File: src/rtl/clint_hart_int_ctrl_if.sv
// Pipeline-side interrupt handshake between the hart interrupt controller and the core.
// Ports: int_req/int_cause (controller -> pipeline), int_ack/mret (pipeline -> controller).
// The master modport is the controller; the slave modport is the pipeline.
interface clint_hart_int_ctrl_if;
  logic       int_req;    // interrupt request, held while a request is outstanding
  logic [3:0] int_cause;  // mcause code of the requested interrupt (3, 7 or 11)
  logic       int_ack;    // pipeline takes the trap
  logic       mret;       // one-cycle pulse: handler returned

  modport master (
    output int_req,
    output int_cause,
    input  int_ack,
    input  mret
  );

  modport slave (
    input  int_req,
    input  int_cause,
    output int_ack,
    output mret
  );
endinterface

File: src/rtl/clint_hart_int_ctrl.sv
// Hart-side CLINT interrupt receiver: keeps MSIP/MTIP/MEIP, applies enables, arbitrates
// MEI > MSI > MTI and raises one request per trap; int_req follows the pending bit by one edge.
// Backpressure: a request is held until int_ack, or withdrawn if its source stops being eligible.
//
// Ports:
//   clk, n_rst                        clock, asynchronous active-low reset
//   timer_int / clear_timer_int       CLINT pulses that set / clear MTIP (set wins)
//   soft_int / clear_soft_int         CLINT pulses that set / clear MSIP (clear wins)
//   ext_int                           asynchronous level, synchronized into MEIP
//   mstatus_mie, mie_msie/mtie/meie   global and per-source enables
//   pipe (master)                     int_req/int_cause out, int_ack/mret in
//   mip_rdata                         mip CSR readback
//   last_latency                      req-to-ack cycle count of the last taken interrupt
// Optional build macro CLINT_HART_INT_LATENCY_EN: when defined, a saturating latency counter
// drives last_latency; otherwise last_latency is tied to 0 and no counter exists.
module clint_hart_int_ctrl #(
  parameter int EXT_SYNC_STAGES = 2,  // must be at least 2
  parameter int LAT_W           = 16
) (
  input  logic                      clk,
  input  logic                      n_rst,
  input  logic                      timer_int,
  input  logic                      clear_timer_int,
  input  logic                      soft_int,
  input  logic                      clear_soft_int,
  input  logic                      ext_int,
  input  logic                      mstatus_mie,
  input  logic                      mie_msie,
  input  logic                      mie_mtie,
  input  logic                      mie_meie,
  clint_hart_int_ctrl_if.master     pipe,
  output logic [31:0]               mip_rdata,
  output logic [LAT_W-1:0]          last_latency
);

  localparam logic [1:0] ST_IDLE    = 2'd0;
  localparam logic [1:0] ST_REQ     = 2'd1;
  localparam logic [1:0] ST_HANDLER = 2'd2;

  localparam logic [3:0] CAUSE_MSI = 4'd3;
  localparam logic [3:0] CAUSE_MTI = 4'd7;
  localparam logic [3:0] CAUSE_MEI = 4'd11;

  logic [EXT_SYNC_STAGES-1:0] ext_sync_q;
  logic                       msip_q, msip_d;
  logic                       mtip_q, mtip_d;
  logic                       meip;
  logic [1:0]                 state_q, state_d;
  logic [3:0]                 cause_q, cause_d;
  logic [2:0]                 eligible;      // {MEI, MTI, MSI}
  logic                       any_eligible;
  logic                       src_eligible;  // source latched in cause_q is still eligible
  logic [3:0]                 arb_cause;

  // ext_int is asynchronous; MEIP is simply the last synchronizer stage, never latched.
  always_ff @(posedge clk or negedge n_rst) begin
    if (!n_rst) begin
      ext_sync_q <= '0;
    end else begin
      ext_sync_q <= {ext_sync_q[EXT_SYNC_STAGES-2:0], ext_int};
    end
  end

  assign meip = ext_sync_q[EXT_SYNC_STAGES-1];

  // A timer compare and a mtimecmp write in the same cycle leave the timer pending;
  // an msip write of 0 beats a concurrent msip write of 1.
  always_comb begin
    mtip_d = mtip_q;
    if (timer_int) begin
      mtip_d = 1'b1;
    end else if (clear_timer_int) begin
      mtip_d = 1'b0;
    end

    msip_d = msip_q;
    if (clear_soft_int) begin
      msip_d = 1'b0;
    end else if (soft_int) begin
      msip_d = 1'b1;
    end
  end

  always_ff @(posedge clk or negedge n_rst) begin
    if (!n_rst) begin
      mtip_q <= 1'b0;
      msip_q <= 1'b0;
    end else begin
      mtip_q <= mtip_d;
      msip_q <= msip_d;
    end
  end

  always_comb begin
    mip_rdata     = '0;
    mip_rdata[11] = meip;
    mip_rdata[7]  = mtip_q;
    mip_rdata[3]  = msip_q;
  end

  assign eligible     = {3{mstatus_mie}} & {meip, mtip_q, msip_q} & {mie_meie, mie_mtie, mie_msie};
  assign any_eligible = |eligible;

  always_comb begin
    arb_cause = CAUSE_MTI;
    if (eligible[2]) begin
      arb_cause = CAUSE_MEI;
    end else if (eligible[0]) begin
      arb_cause = CAUSE_MSI;
    end
  end

  always_comb begin
    case (cause_q)
      CAUSE_MEI: src_eligible = eligible[2];
      CAUSE_MTI: src_eligible = eligible[1];
      CAUSE_MSI: src_eligible = eligible[0];
      default:   src_eligible = 1'b0;
    endcase
  end

  // The cause is captured only when leaving IDLE, so a request never changes its cause
  // while int_req is high. An ack in the same cycle as a withdraw condition still takes the trap.
  always_comb begin
    state_d = state_q;
    cause_d = cause_q;
    case (state_q)
      ST_IDLE: begin
        if (any_eligible) begin
          state_d = ST_REQ;
          cause_d = arb_cause;
        end
      end
      ST_REQ: begin
        if (pipe.int_ack) begin
          state_d = ST_HANDLER;
        end else if (!src_eligible) begin
          state_d = ST_IDLE;
        end
      end
      ST_HANDLER: begin
        if (pipe.mret) begin
          state_d = ST_IDLE;
        end
      end
      default: state_d = ST_IDLE;
    endcase
  end

  always_ff @(posedge clk or negedge n_rst) begin
    if (!n_rst) begin
      state_q <= ST_IDLE;
      cause_q <= 4'd0;
    end else begin
      state_q <= state_d;
      cause_q <= cause_d;
    end
  end

  assign pipe.int_req   = (state_q == ST_REQ);
  assign pipe.int_cause = cause_q;

`ifdef CLINT_HART_INT_LATENCY_EN
  localparam logic [LAT_W-1:0] LAT_ONE = 1;

  logic [LAT_W-1:0] lat_cnt_q, lat_cnt_d;
  logic [LAT_W-1:0] last_lat_q, last_lat_d;
  logic [LAT_W-1:0] lat_cnt_inc;

  // Saturating increment; the ack cycle itself counts, hence last_latency = counter + 1.
  assign lat_cnt_inc = (&lat_cnt_q) ? lat_cnt_q : (lat_cnt_q + LAT_ONE);

  always_comb begin
    lat_cnt_d  = lat_cnt_q;
    last_lat_d = last_lat_q;
    if (state_q == ST_IDLE) begin
      if (any_eligible) begin
        lat_cnt_d = '0;
      end
    end else if (state_q == ST_REQ) begin
      lat_cnt_d = lat_cnt_inc;
      if (pipe.int_ack) begin
        last_lat_d = lat_cnt_inc;
      end
    end
  end

  always_ff @(posedge clk or negedge n_rst) begin
    if (!n_rst) begin
      lat_cnt_q  <= '0;
      last_lat_q <= '0;
    end else begin
      lat_cnt_q  <= lat_cnt_d;
      last_lat_q <= last_lat_d;
    end
  end

  assign last_latency = last_lat_q;
`else
  assign last_latency = '0;
`endif

endmodule

File: src/flat_wrapper.sv
// flat-port wrapper written by rule: the top's interface ports become plain ports
module clint_hart_int_ctrl_flat 
#(
  parameter int EXT_SYNC_STAGES = 2,                       
  parameter int LAT_W           = 16
)
  (clk, n_rst, timer_int, clear_timer_int, soft_int, clear_soft_int, ext_int, mstatus_mie, mie_msie, mie_mtie, mie_meie, mip_rdata, last_latency, pipe_int_req, pipe_int_cause, pipe_int_ack, pipe_mret);
  clint_hart_int_ctrl_if pipe_i ();
  input  logic clk;
  input  logic n_rst;
  input  logic timer_int;
  input  logic clear_timer_int;
  input  logic soft_int;
  input  logic clear_soft_int;
  input  logic ext_int;
  input  logic mstatus_mie;
  input  logic mie_msie;
  input  logic mie_mtie;
  input  logic mie_meie;
  output logic [31:0] mip_rdata;
  output logic [LAT_W-1:0] last_latency;
  output wire logic [$bits(pipe_i.int_req)-1:0] pipe_int_req;
  output wire logic [$bits(pipe_i.int_cause)-1:0] pipe_int_cause;
  input wire logic [$bits(pipe_i.int_ack)-1:0] pipe_int_ack;
  input wire logic [$bits(pipe_i.mret)-1:0] pipe_mret;
  assign pipe_int_req = pipe_i.int_req;
  assign pipe_int_cause = pipe_i.int_cause;
  assign pipe_i.int_ack = pipe_int_ack;
  assign pipe_i.mret = pipe_mret;
  clint_hart_int_ctrl #(.EXT_SYNC_STAGES(EXT_SYNC_STAGES), .LAT_W(LAT_W)) u_core (.clk(clk), .n_rst(n_rst), .timer_int(timer_int), .clear_timer_int(clear_timer_int), .soft_int(soft_int), .clear_soft_int(clear_soft_int), .ext_int(ext_int), .mstatus_mie(mstatus_mie), .mie_msie(mie_msie), .mie_mtie(mie_mtie), .mie_meie(mie_meie), .pipe(pipe_i), .mip_rdata(mip_rdata), .last_latency(last_latency));
endmodule
File: config.mk
export PLATFORM = sky130hd
export DESIGN_NAME = clint_hart_int_ctrl_flat
export DESIGN_NICKNAME = d
export VERILOG_FILES = /design/src/rtl/clint_hart_int_ctrl_if.sv /design/src/rtl/clint_hart_int_ctrl.sv /design/src/flat_wrapper.sv
export SDC_FILE = /design/constraint.sdc
export NUM_CORES = 1
export LEC_CHECK = 0
export ABC_AREA = 1
export BUFFER_PORTS_ARGS = -buffer_cell sky130_fd_sc_hd__buf_2
export CAP_MARGIN = 0
export CORE_ASPECT_RATIO = 0.75
export CORE_MARGIN = 3
export CORE_UTILIZATION = 37
export DETAILED_ROUTE_END_ITERATION = 7
export GPL_ROUTABILITY_DRIVEN = 0
export PLACE_DENSITY = 0.77
export RECOVER_POWER = 50
export SYNTH_ARGS = -nofsm -noshare
export SYNTH_HDL_FRONTEND = slang
export SYNTH_SLANG_ARGS = --single-unit
File: constraint.sdc
create_clock -name clk -period 1.3 [get_ports clk]
set_clock_uncertainty 0.2 [all_clocks]
set_input_delay 0.26 -clock clk [delete_from_list [all_inputs] [get_ports clk]]
set_output_delay 0.26 -clock clk [all_outputs]
set_load 0.01 [all_outputs]
# Yosys cells after proc, flatten, opt, wreduce, memory -nomap -nowiden
# Index checks and enable logic that the tools add are counted.
[word_totals]
regBits = 10
inputBits = 13
output_inout_bits = 53
[op_classes]
n_eq_ne = 8
muxes = 12
bitwise_logic = 2
reduce_logical = 6
[op_table]
columns = ["op", "count"]
rows = [
  ["2-bit two-way mux", 4],
  ["3-bit bitwise AND", 2],
  ["2-bit case mux with 3 select lines", 1],
  ["4-bit by 2-bit == test with 1-bit output (second input constant)", 1],
  ["4-bit by 3-bit == test with 1-bit output (second input constant)", 1],
  ["4-bit == test (second input constant)", 1],
  ["1-bit two-way mux", 4],
  ["4-bit two-way mux", 1],
  ["2-bit nonzero test", 2],
  ["3-bit two-way mux", 1],
  ["3-bit != test (second input constant)", 1],
  ["1-bit case mux with 3 select lines", 1],
  ["3-bit AND reduction", 1],
  ["3-bit OR reduction", 1],
  ["2-bit by 1-bit == test with 1-bit output (second input constant)", 1],
  ["2-bit == test (second input constant)", 1],
  ["2-bit logical NOT", 1],
  ["2-bit by 1-bit != test with 1-bit output (second input constant)", 1],
  ["2-bit != test (second input constant)", 1],
  ["2-bit AND reduction", 1],
]

# Logic depth before layout (Yosys ltp)
# Gate-level depths: netlist (run 1).
[depth]
depth_word = 6
depth_mapped = 5
depth_no_buf = 5

# Worst setup path after synthesis (run 1)
# OpenSTA, ideal clock, no wires.
[synth_timing]
kind = "reg2reg"
from = "register u_core.state_q[0]"
to = "register u_core.cause_q[3] (netlist: u_core.pipe.int_cause[3])"
arrival_ns = 0.730
required_ns = 0.983
path_slack_ns = 0.254
path_stages_with_launch = 5
period_less_slack_ns = 1.046
path_cell_list = "dfrtp_1 -> nor2_1 -> nand2_2 -> nand2_1 -> nand2_1"
[synth_between]
elab_chain_len = 2
[synth_lines]
columns = ["item", "line_no", "rtl"]
rows = [
  ["start: declaration", "clint_hart_int_ctrl.sv:48", "logic [1:0] state_q, state_d;"],
  ["start signal: assignment", "clint_hart_int_ctrl.sv:155", "state_q <= state_d;"],
  ["2-bit logical NOT", "clint_hart_int_ctrl.sv:127", "case (state_q)"],
  ["2-bit AND reduction (no line)", "-", ""],
  ["end signal: assignment", "clint_hart_int_ctrl.sv:156", "cause_q <= cause_d;"],
  ["end: declaration", "clint_hart_int_ctrl.sv:49", "logic [3:0] cause_q, cause_d;"],
]
# No other way between the ends.
# A chain may end at the register's enable or synchronous reset.

# Worst setup path in the final report (run 1)
[layout_timing]
from = "register u_core.state_q[1]"
to = "output pipe_int_req"
[layout_between]
elab_chain_len = 1
[layout_lines]
columns = ["item", "line_no", "rtl"]
rows = [
  ["2-bit by 1-bit == test with 1-bit output", "clint_hart_int_ctrl.sv:160", "assign pipe.int_req = (state_q == ST_REQ);"],
  ["end: declaration", "flat_wrapper.sv:22", "output wire logic [$bits(pipe_i.int_req)-1:0] pipe_int_req;"],
]
# No other way between the ends.

==> results of run 1 <==
==> report_power, final <==
group / internal [µW] / leakage, µW / switching [µW]
Clock: 118 / 0.0000150 / 95.1
Sequential: 328 / 0.000107 / 36.9
Combinational: 209 / 0.000399 / 247
==> worst max-delay path, cell delays in order (launching register included) <==
cell and delay, ns:
dfrtp_1 0.38, inv_2 0.07, nand2_2 0.06, inv_2 0.06, buf_6 0.09
==> sequential cells by signal (all words and copies together) (netlist names) <==
| name | flops |
|---|---|
| u_core.pipe.int_cause | 3 |
| u_core.ext_sync_q | 2 |
| u_core.state_q | 2 |
| u_core.msip_q | 1 |
| u_core.mtip_q | 1 |
==> final timing paths <==
| kind | slack [ns] | cells past startpoint | to |
|---|---|---|---|
| max | -0.08 | 4 | pipe_int_req |
| min | 0.004 | 2 | u_core.mtip_q |
| max reg2reg | -0.04 | 6 | u_core.state_q[1] |
| min reg2reg | 0.15 | 0 | u_core.ext_sync_q[1] |
| max in group asynchronous | 0.30 | 2 | u_core.msip_q |
| min in group asynchronous | 0.27 | 2 | u_core.pipe.int_cause[1] |
==> cells in the mapped netlist <==
| cell | n | area (µm²) |
|---|---|---|
| buf_4 | 49 | 368 |
| nand2_1 | 11 | 41.3 |
| inv_1 | 6 | 22.5 |
| nand4_1 | 1 | 6.26 |
| nand3b_1 | 1 | 7.51 |
| conb_1 | 1 | 3.75 |
| o31ai_1 | 1 | 7.51 |
| nand3_1 | 2 | 10.0 |
| nand2_2 | 1 | 6.26 |
| dfrtp_1 | 9 | 225 |
| o21bai_1 | 1 | 7.51 |
| nand3_2 | 3 | 30.0 |
| o21ai_2 | 1 | 8.76 |
| nor2_1 | 7 | 26.3 |
==> layout make-up <==
cell class / instances / area (µm²)
inverter: 6 / 22.5
multi-input combinational: 74 / 337
tap: 22 / 27.5
clock buffer: 4 / 26.3
sequential: 9 / 225
fill: 174 / 993
timing repair buffer: 34 / 223
==> what timing repair did <==
| item | 4_1_cts | 5_1_grt |
|---|---|---|
| hold buffers | 5 | 0 |
| setup endpoints to repair | 1 | 7 |
| setup buffers | 5 | 4 |
| hold endpoints to repair | 13 | 0 |
| pin swaps | 0 | 0 |
| gates resized for setup | 0 | 6 |
| cloned | 0 | 0 |
==> routing by layer <==
metal	part of all wire (%)	wire, µm	vias to the layer above
li1	-	-	261
met1	34	455	240
met2	54	723	39
met3	10	139	4
met4	1.9	25	0
met5	0	0	-
==> kinds of logic after synthesis <==
family	Yosys count	share of synthesized area [%]
buffers and inverters	55	50.6
AND/OR/NAND/NOR	26	16.6
flip-flops	9	29.2
AO/OA/AOI/OAI	3	3.09
other	1	0.487
==> stage by stage <==
stage	setup TNS (ns)	cell area [µm²]	setup WS, ns	hold slack, ns
3_3_place_gp	0	696	0.181	-0.0834
2_1_floorplan	0	936	0.254	-0.236
3_5_place_dp	0	696	0.162	-0.0802
6_report	-0.116	861	-0.0764	0.00432
5_1_grt	-0.206	861	-0.111	0.0112
4_1_cts	-0.149	810	-0.101	0.00316
==> flow_summary.toml, run 1 <==
[global_route]
antenna_found_initial = 0
grt-ovfl-total = 0
grt_pass1_vias = 448
grt_max_degree = 10
grt.total_usage_pct = 9.13
grt_use_met3_pct = 1.98
top_usage_layer = "met2"
grt_first_pass_wirelength_um = 1770
met1_usage_pct = 8.43
grt_use_met2_pct = 17.8

[finish]
final_common_cell = "conb_1"
layout-drive-gt1-share_pct = 31.5
fin_nets = 141
antennaDiodeCount = 0
final_cell_mix = "conb_1 (45), buf_2 (18), nand2_1 (10)"
final_cells = 149
fin_util_pct = 46.4
area_growth_syn_to_layout_pct = 11.7

[clock_network]
cts_tree = "yes"
clk_pin_slew_worst_paths_ns = 0.06
cts.sinks = 9
cts-root-buf = "clkbuf_4"
ctsHtreeMaxLevel = 1
clockBufferDepth = 2
cts_buffers = 3
clk_latency_ns = 0.26

[worst_setup_path]
rr_startpoint = "u_core.state_q[1]"
start_kind = "register"
crit_path_start = "u_core.state_q[1]"
worstPathMaxFanout = 2
critPathKind = "register to output port"
cp-end-kind = "output port"
cp.required_ns = 0.84
crit_arrival_ns = 0.92

[pwr]
power_uw = 1030
power_density_mw_per_mm2 = 1200
vdd_drop_max_uv = 636
p_leak_uw = 0.000521

[synth]
ys_ff_latch = 9
ys.warnings.count = 0
netlist_area_um2 = 771
avgSynthCellArea_um2 = 8.20
ys_types = 14
synthCells = 94
seq_area_frac_synth_pct = 29.2

[placed_design]
dp_hpwl_um = 951
dp_cells = 131
io_buffers = 20

[sta]
setup_ws_ns = -0.0764
slew_viol_final = 0
fin_crit_sh_pct = 106
rsz0062_at_grt = "yes"
layout_min_cycle_time_ns = 1.38
setup_violations = 2
finalHoldViolations = 0
maxClockFrequency_mhz = 727

[floorplanning]
rows = 13
start_util_pct = 41.6
core_area_mm2 = 0.00185
io_pins = 66
die_w_um = 58.7
dieHeight_um = 45.5
die_area_mm2 = 0.00267

[hold_path]
min-delay-start = "timer_int"
hp-class = "input port to register"

[routing]
ant_nets = 0
finalWirelength_um = 1340
dr.first_iter.drc_count = 3
drt_first_pass_iters = 4
drc = 0
vias_per_cell = 3.65
routedWlPerCell_um = 9.01
dr_total_vias = 544

[run_status]
status = "complete, but fails checks"
violations = "setup timing"

[run]
cap_viol_max_count = 0
Note: power is estimated with default switching activity, not from simulation.
==> inputs of run 2 (changes only) <==
CELL_PAD_IN_SITES_DETAIL_PLACEMENT = 0   (was default)
CELL_PAD_IN_SITES_GLOBAL_PLACEMENT = 1   (was default)
CORE_UTILIZATION = 24   (was 37)
PLACE_DENSITY = 0.76   (was 0.77)
==> flow_summary.toml, run 2 (synthesis gave the netlist of run 1 again) <==
[routing]
dr_total_vias = 512
vias_per_cell = 3.26
drt_first_pass_iters = 1
routedWlPerCell_um = 7.90
ant_nets = 0
drc = 0
finalWirelength_um = 1240
dr.first_iter.drc_count = 0

[finish]
final_common_cell = "conb_1"
layout-drive-gt1-share_pct = 27.7
largest_reg_flops = 3
antennaDiodeCount = 0
final_cell_mix = "conb_1 (45), buf_2 (18), nand2_1 (10)"
fin_nets = 133
nFillCells = 325
area_growth_syn_to_layout_pct = 6.49
final_area_um2 = 821
final_cells = 157
seqCellArea_um2 = 225
multi_input_area_um2 = 323

[pwr]
vdd_drop_max_uv = 274
intPower_uw = 680
sequentialPowerShare_pct = 36.3
combPwrFrac_pct = 34.0
switchingPower_uw = 351
power.share.clock_pct = 29.6
power_uw = 1030
power_density_mw_per_mm2 = 1260
p_leak_uw = 0.000490
swShare_pct = 34.0

[worst_setup_path]
crit_path_start = "u_core.state_q[1]"
cpMostUsedCell = "inv_2"
crit_chain = "inv_2 > nand2_2 > inv_2 > buf_6"
start_kind = "register"
rrSetupSlack_ns = 0.01
cp.required_ns = 0.84
critPathMaxStageDelay_ns = 0.38
critPathKind = "register to output port"
cp_slowest_cell = "dfrtp_1"
reg2reg_depth = 5
rr_startpoint = "u_core.state_q[1]"
worstPathMaxFanout = 2
cp-end-kind = "output port"
r2r-end = "u_core.pipe.int_cause[2]"
crit_arrival_ns = 0.87

[floorplanning]
io_pins = 66
die_area_mm2 = 0.00393
start_util_pct = 25.7
dieHeight_um = 55.1
rows = 17
core_area_mm2 = 0.00300
die_w_um = 71.4

[sta]
setup_ws_ns = -0.0275
setup_violations = 1
slew_viol_final = 0
maxClockFrequency_mhz = 753
rsz0062_at_grt = "yes"
finalHoldViolations = 0
fin_crit_sh_pct = 102
layout_min_cycle_time_ns = 1.33

[clock_network]
cts_tree = "yes"
cts_buffers = 3
clockBufferDepth = 2
ctsHtreeMaxLevel = 1
clk_pin_slew_worst_paths_ns = 0.04
cts-root-buf = "clkbuf_8"
clk_latency_ns = 0.22
cts.sinks = 9

[run_status]
violations = "setup timing"
status = "complete, but fails checks"

[global_route]
grt_first_pass_wirelength_um = 1750
antenna_found_initial = 0
grt-ovfl-total = 0
grt_pass1_vias = 417
grt_max_degree = 10
grt.total_usage_pct = 5.89

[placed_design]
placed_area_um2 = 716
dp_cells = 147
dp_hpwl_um = 1080
io_buffers = 20

[hold_path]
min_to = "u_core.state_q[1]"
min-delay-start = "pipe_mret"
hp-class = "input port to register"
min_delay_path_depth = 2

[run]
cap_viol_max_count = 0
[run 2: worst max-delay path: cells and delay by family, from the launching register on]
family	cells	cell delay, ns
flip-flops	1	0.38
buffers and inverters	3	0.21
AND/OR/NAND/NOR	1	0.05
[run 2: how the worst max path moves through the flow]
stage                          endpoint  slack [ns]  depth (start not counted)
2_1_floorplan  u_core.pipe.int_cause[3]        0.25                          4
3_3_place_gp   u_core.pipe.int_cause[3]        0.16                          4
3_5_place_dp   u_core.pipe.int_cause[2]        0.14                          4
4_1_cts                    pipe_int_req       -0.06                          4
5_1_grt                    pipe_int_req       -0.09                          4
6_report                   pipe_int_req       -0.03                          4
[run 2: repair_timing]
item	CTS	global route
hold buffers	3	0
endpoints found under the setup margin	1	3
pin swaps	0	0
hold endpoints to repair	11	0
buffers inserted	2	1
gates resized for setup	0	4
[run 2: power groups by stage]
stage | registers, µW | clock network, µW | logic (µW)
global route | 383 | 334 | 401
finish | 375 | 306 | 351
floorplan | 377 | 0 | 293
global placement | 375 | 0 | 275
detailed placement | 375 | 0 | 288
CTS | 371 | 314 | 320
[run 2: routing by layer]
| layer | global-route usage (%) | up-vias | share of wire (%) |
|---|---|---|---|
| met4 | 3.75 | 0 | 1.6 |
| met3 | 1.08 | 2 | 9.8 |
| met5 | 0 | - | 0 |
| met2 | 12.8 | 30 | 61 |
| li1 | - | 246 | - |
| met1 | 5.06 | 234 | 27 |
[run 2: per-stage QoR]
stage          TNS (ns)  hold WS [ns]  util (%)  setup WS [ns]
2_1_floorplan         0        -0.236         -          0.254
4_1_cts         -0.0641        0.0273      26.9        -0.0641
6_report        -0.0275        0.0299      27.4        -0.0275
3_3_place_gp          0       -0.0793      23.9          0.165
3_5_place_dp          0       -0.0830      23.9          0.140
5_1_grt          -0.249        0.0414      27.4        -0.0914
[run 2: final cells by class]
class	instances	area share, %
Inverter	6	2.74
Sequential cell	9	27.4
Clock buffer	4	5.49
Multi-Input combinational cell	74	39.3
Tap cell	38	5.79
Timing Repair Buffer	26	19.2
